==> src/rtl/grf.sv <==
// ---------------------------------------------------------------------------
// grf -- general-purpose register file for the single-cycle MIPS datapath.
//
// Holds 2**ADDR_WIDTH registers of DATA_WIDTH bits. It has two combinational
// read ports and one synchronous write port. Register 0 always reads as zero.
//
// Parameters:
//   DATA_WIDTH  width of each register and of the data ports
//   ADDR_WIDTH  register address width (depth = 2**ADDR_WIDTH)
//   BYPASS      1 = forward WD to a read port that addresses the register
//               being written in the same cycle; 0 = read the stored value
//
// Ports:
//   clk    in   system clock; writes happen on its rising edge
//   reset  in   asynchronous, active-high; clears every register to 0
//   A1     in   read address, port 1 (rs)
//   A2     in   read address, port 2 (rt)
//   A3     in   write address
//   WD     in   write data
//   WE     in   write enable, active-high
//   RD1    out  read data for A1
//   RD2    out  read data for A2
// ---------------------------------------------------------------------------
module grf #(
    parameter int DATA_WIDTH = 32,
    parameter int ADDR_WIDTH = 5,
    parameter bit BYPASS     = 1'b0
) (
    input  logic                  clk,
    input  logic                  reset,
    input  logic [ADDR_WIDTH-1:0] A1,
    input  logic [ADDR_WIDTH-1:0] A2,
    input  logic [ADDR_WIDTH-1:0] A3,
    input  logic [DATA_WIDTH-1:0] WD,
    input  logic                  WE,
    output logic [DATA_WIDTH-1:0] RD1,
    output logic [DATA_WIDTH-1:0] RD2
);

    localparam int DEPTH = 1 << ADDR_WIDTH;

    logic [DATA_WIDTH-1:0] regs [DEPTH];

    // Writes to register 0 are dropped here, so entry 0 only ever holds its
    // reset value; the read mux also forces 0 so the output never depends
    // on that.
    logic wr_en;
    assign wr_en = WE && (A3 != '0);

    always_ff @(posedge clk or posedge reset) begin
        if (reset) begin
            for (int i = 0; i < DEPTH; i++) begin
                regs[i] <= '0;
            end
        end else if (wr_en) begin
            regs[A3] <= WD;
        end
    end

    // Read port 1. wr_en already excludes A3 == 0, so address 0 is never
    // forwarded even when BYPASS is set.
    always_comb begin
        RD1 = (A1 == '0) ? '0 : regs[A1];
        if (BYPASS && wr_en && (A1 == A3)) begin
            RD1 = WD;
        end
    end

    // Read port 2, same rules as port 1.
    always_comb begin
        RD2 = (A2 == '0) ? '0 : regs[A2];
        if (BYPASS && wr_en && (A2 == A3)) begin
            RD2 = WD;
        end
    end

endmodule

==> config.mk <==
export PLATFORM = sky130hd
export DESIGN_NAME = grf
export DESIGN_NICKNAME = d
export VERILOG_FILES = /design/src/rtl/grf.sv
export SDC_FILE = /design/constraint.sdc
export NUM_CORES = 2
export LEC_CHECK = 0
export CORE_MARGIN = 2
export CORE_UTILIZATION = 37
export CTS_CLUSTER_DIAMETER = 30
export DETAILED_ROUTE_END_ITERATION = 12
export PLACE_DENSITY_LB_ADDON = 0.25
export SETUP_SLACK_MARGIN = 0.02
export SYNTH_ARGS = -nofsm -noshare
export SYNTH_HDL_FRONTEND = slang
export SYNTH_SLANG_ARGS = --single-unit
==> constraint.sdc <==
create_clock -name clk -period 54.4 [get_ports clk]
set_input_delay 13.6 -clock clk [delete_from_list [all_inputs] [get_ports clk]]
set_output_delay 13.6 -clock clk [all_outputs]
set_load 0.1 [all_outputs]
=== Word level (Yosys, flattened, before mapping) ===
Index checks and enable logic that the tools add are counted.

* Memories: 0
* Memory bits (read-only): 0
* RAM bits: 0
* Word-level logic and storage cells: 55
* Bits in registers: 1,024
* Output and inout bits: 64
* Latch bits: 0
* Input port bits: 50

* Div/mod/pow operators: 0
* Equal/unequal tests: 0
* $mul: 0
* Multiplexer cells: 11
* Shift operators: 0
* Reduce and logical (&&, ||, !) cells: 5
* $add $sub $neg: 0
* Bitwise operators: 3
* Order comparisons: 4

{| class="wikitable"
|+ Operator list
! kind !! count
|-
| bitwise mux 1024 bit || 1
|-
| binary-select mux 32 bit (select 5 bit) || 2
|-
| 2-to-1 mux 32 bit || 7
|-
| demux 32 bit (select 5 bit) || 1
|-
| greater-or-equal comparator 6 bit (second input constant) || 3
|-
| NOT 5 -> 6 bit || 3
|-
| zero test 5 bit || 2
|-
| less-than comparator 6 x 1 -> 1 bit (second input constant) || 1
|-
| nonzero test 5 bit || 1
|-
| logical AND 1 bit || 2
|}

=== Longest topological paths before layout ===
* Depth in word-level cells: 6
* Mapped depth: 9
* Gate-level depth less buffers: 4

=== Least setup slack after synthesis ===
Ideal clock, no wire load.

* Kind: input-to-output
* Start: input A1[2]
* End: output RD1[13]
* Arrival: 19.210 ns
* Stages on the path: 7
* Required time: 40.800 ns
* Path buffers: 3
* Setup slack: 21.590 ns
* Cells stage by stage: buf_4 > buf_4 > buf_4 > mux4_2 > mux2i_1 > o211a_1 > a2111oi_0

* Longest elaborated chain between the ends: 5
* Elaborated cells on any way between the ends: 6
* Classes of those cells: mux (4); bitwise (1); reduce/logical (1)

{| class="wikitable"
|+ Ends and longest elaborated chain
! what !! line !! source
|-
| start: declaration || 31 || <nowiki>input logic [ADDR_WIDTH-1:0] A1,</nowiki>
|-
| NOT 5 -> 6 bit (implied by the code) || 63 || <nowiki>RD1 = (A1 == '0) ? '0 : regs[A1];</nowiki>
|-
| binary-select mux 32 bit (select 5 bit) || 63 ||
|-
| 2-to-1 mux 32 bit (implied by the code) (2 in series) || 63 ||
|-
| 2-to-1 mux 32 bit (*) || 63 ||
|-
| end: declaration || 36 || <nowiki>output logic [DATA_WIDTH-1:0] RD1,</nowiki>
|}

Every way passes the cells marked *; elsewhere a longest branch is shown, timed or not. The select of a mux whose other input is x is not followed.

=== Worst setup path in the final report ===
* Start: input A1[1]
* End: output RD1[19]

The elaborated chain is that of the path after synthesis.

==> flow_summary.yaml <==
sta:
  worst_slew_pin_slew_ns: 1.55
  fin_skew_ns: 0
  slew_violations: 2
  slew_headroom: -0.0375
  setup_violations: 0
  hold_violations: 0
  post-route-period-util: 0.600
  fmax_mhz: 30.6
  layout_setup_ws_ns: 21.76
  rsz0062_at_grt: "false"
  fin_tns_setup_ns: 0
  timing.final.crit_period_ns: 32.64
finish:
  multiInputGateArea_um2: 27200
  layout_common_cells: "1036 x mux2_2, 1024 x dfrtp_1, 396 x mux4_2, 269 x mux2i_1, 232 x clkbuf_16"
  fin_nets: 3737
  fin_cells: 5815
  final_common_cell: "mux2_2"
  regArea_um2: 25600
  top_register: "regs"
  stdcell_area_um2: 65300
  nFillCells: 12900
  drive_above_1_share: 0.512
  largest_register_ffs: 1024
  reg.largest.list: "regs (1024)"
  area_delta_synth_final_pct: 19.3
die:
  die_area_um2: 151000
  core_area_um2: 147000
  row_count: 141
  pin_count: 114
  die_x_um: 388
  start_util: 0.371
  die_y_um: 388
grt:
  grt_pass1_vias: 37000
  antenna_found_initial: 8
  grt_max_degree: 109
  grt_first_pass_wirelength_mm: 279
  overflow: 0
  grt_use_total: 0.255
power_and_ir_drop:
  irDropWorstVdd_v: 0.0000319
  p_per_area_nw_per_um2: 45.8
  power.leakage_uw: 0.0282
cts:
  htreeDepth: 4
  clock_sinks: 1024
  cts_tree: "built"
  postCtsSetupBuffers: 0
  clkLatencyLatePin_ns: 0.81
  ctsHoldBuffers: 0
  clockBufferDepth: 3
  cts_root_buf: "clkbuf_16"
  cts_buffers: 229
  cts_resized: 0
  path_clk_slew_ns: 0.05
route:
  dr_total_vias: 36000
  dr_wl_met3_mm: 16.2
  drt_pass1_iterations: 7
  viasPerCell: 6.19
  highest_layer: "met5"
  routedWlPerCell_um: 33.3
  totalWireLength_mm: 193
  drt_iter0_markers: 3217
  drtAntennaViolNets: 0
  wl_met2_mm: 89.1
  wl_met1_mm: 81.9
  drc: 0
place:
  dp_cells: 5386
  hpwl_mm: 104
  placed_area_um2: 57100
  place_worst_setup_slack_ns: 21.92
  gp_congestion: 0.795
  portBuffers: 113
logic_synthesis:
  ys_async_sr_fraction: 1.00
  synthCells: 3683
  synth_edf_count: 0
  synth_area_um2: 54700
  yosysSeqAreaShare: 0.469
  synth_top_cell_by_area: "dfrtp_1"
  synthesis.nets: 3733
  avgSynthCellArea_um2: 14.8
  synth_seq_cells: 1024
  yosys_warnings: 0
  ys.flop_type: "dfrtp_1"
  synthDominantCellAreaShare: 0.469
  synth.distinct_cells: 47
  yosys-top-cells-area: "dfrtp_1 47%, mux2_2 21%, mux4_2 16%"
outcome:
  status: "finished, violations left"
  violations: "capacitance limit, slew limit"
worst_hold_path:
  hold_path.class: "register to register"
setup_path:
  cp-start-kind: "input pin"
  worstSetupPathType: "input pin to primary output"
  crit_family: "buffers and inverters"
  worst-path-max-fanout: 37
  cp_cell_sequence: "buf_6, buf_4, buf_4, nor2b_1, buf_4, a22oi_1, nand3_1, a311oi_1, clkdlybuf4s50_1"
  timing.critical_path.buf_inv: 5
  crit_slowest_cell: "clkdlybuf4s50_1"
  cpMostUsedCell: "buf_4"
  worstPathRequired_ns: 40.80
  arrival_ns: 19.04
  max_stage_delay_ns: 1.35
  cp-end-kind: "primary output"
flow_run:
  drv_cap: 1
## final cells by class
cell class	count	share of cell area
Clock inverter	141	0.0276
Timing Repair Buffer	198	0.0274
Antenna cell	4	0.000153
Sequential cell	1024	0.393
Clock buffer	284	0.0976
Multi-Input combinational cell	2231	0.417
Inverter	3	0.000288
Tap cell	1930	0.0370
## layer usage
layer / vias to the layer above / global-route usage
met3: 350 / 0.0653
met4: 6 / 0.0947
met5: - / 0
met1: 19700 / 0.349
li1: 14400 / -
met2: 1578 / 0.392
## synth_stat cells, types with 2 or more instances
master / count
mux2i_1: 269
nor3_1: 35
a2111oi_1: 2
nor3b_1: 4
o211a_1: 2
nand3b_1: 6
o32ai_1: 15
and2_1: 18
mux4_2: 396
a221oi_1: 3
buf_12: 3
a211oi_1: 37
o22ai_1: 41
a22o_1: 43
nor4_1: 15
a22oi_1: 76
buf_2: 69
inv_1: 2
a31oi_1: 4
a2111oi_0: 30
mux2_2: 1036
nor2_1: 21
buf_8: 11
mux4_1: 3
buf_1: 49
nand2_1: 39
or2_2: 2
nand3_1: 11
dfrtp_1: 1024
a21oi_1: 42
buf_4: 40
or3b_2: 3
a311oi_1: 7
clkbuf_1: 231
o221ai_1: 22
and3_1: 2
nor2b_1: 40
buf_6: 21
## metrics by stage
step	util	hold slack, ns	total power [µW]
after global placement	0.387	0.384	1530
after floorplan	-	0.441	1400
after CTS	0.443	0.397	3000
after global routing	0.443	0.405	3090
final	0.443	0.396	2990
after detailed placement	0.387	0.386	1540
## path summary, 6_finish.rpt
path / slack [ns] / cells after the start / start / endpoint
hold reg to reg: 0.40 / 0 / regs[1009] / regs[1009]
min in group asynchronous: 13.34 / 2 / reset / regs[472]
max in group asynchronous: 36.32 / 7 / reset / regs[594]
setup reg to reg: 53.59 / 1 / regs[972] / regs[972]
hold / removal: 0.40 / 0 / regs[1009] / regs[1009]
setup / recovery: 21.76 / 9 / A1[1] / RD1[19]
## kinds of logic (layout without fill, tap and decap cells)
group                  Yosys count  after routing  synth area share
buffers and inverters          428            626            0.0398
and+or+nand+nor                202            202            0.0201
other                            0              4                 0
AOI/OAI and AO/OA              325            325            0.0445
muxes                         1704           1704             0.427
DFF                           1024           1024             0.469
## power by group
part / switching, µW / total, µW / internal (µW) / leakage, µW
Clock: 462 / 1450 / 989 / 0.00398
Combinational: 247 / 518 / 272 / 0.0111
Sequential: 113 / 1020 / 909 / 0.0131
Power figures use the tool's default switching activity.
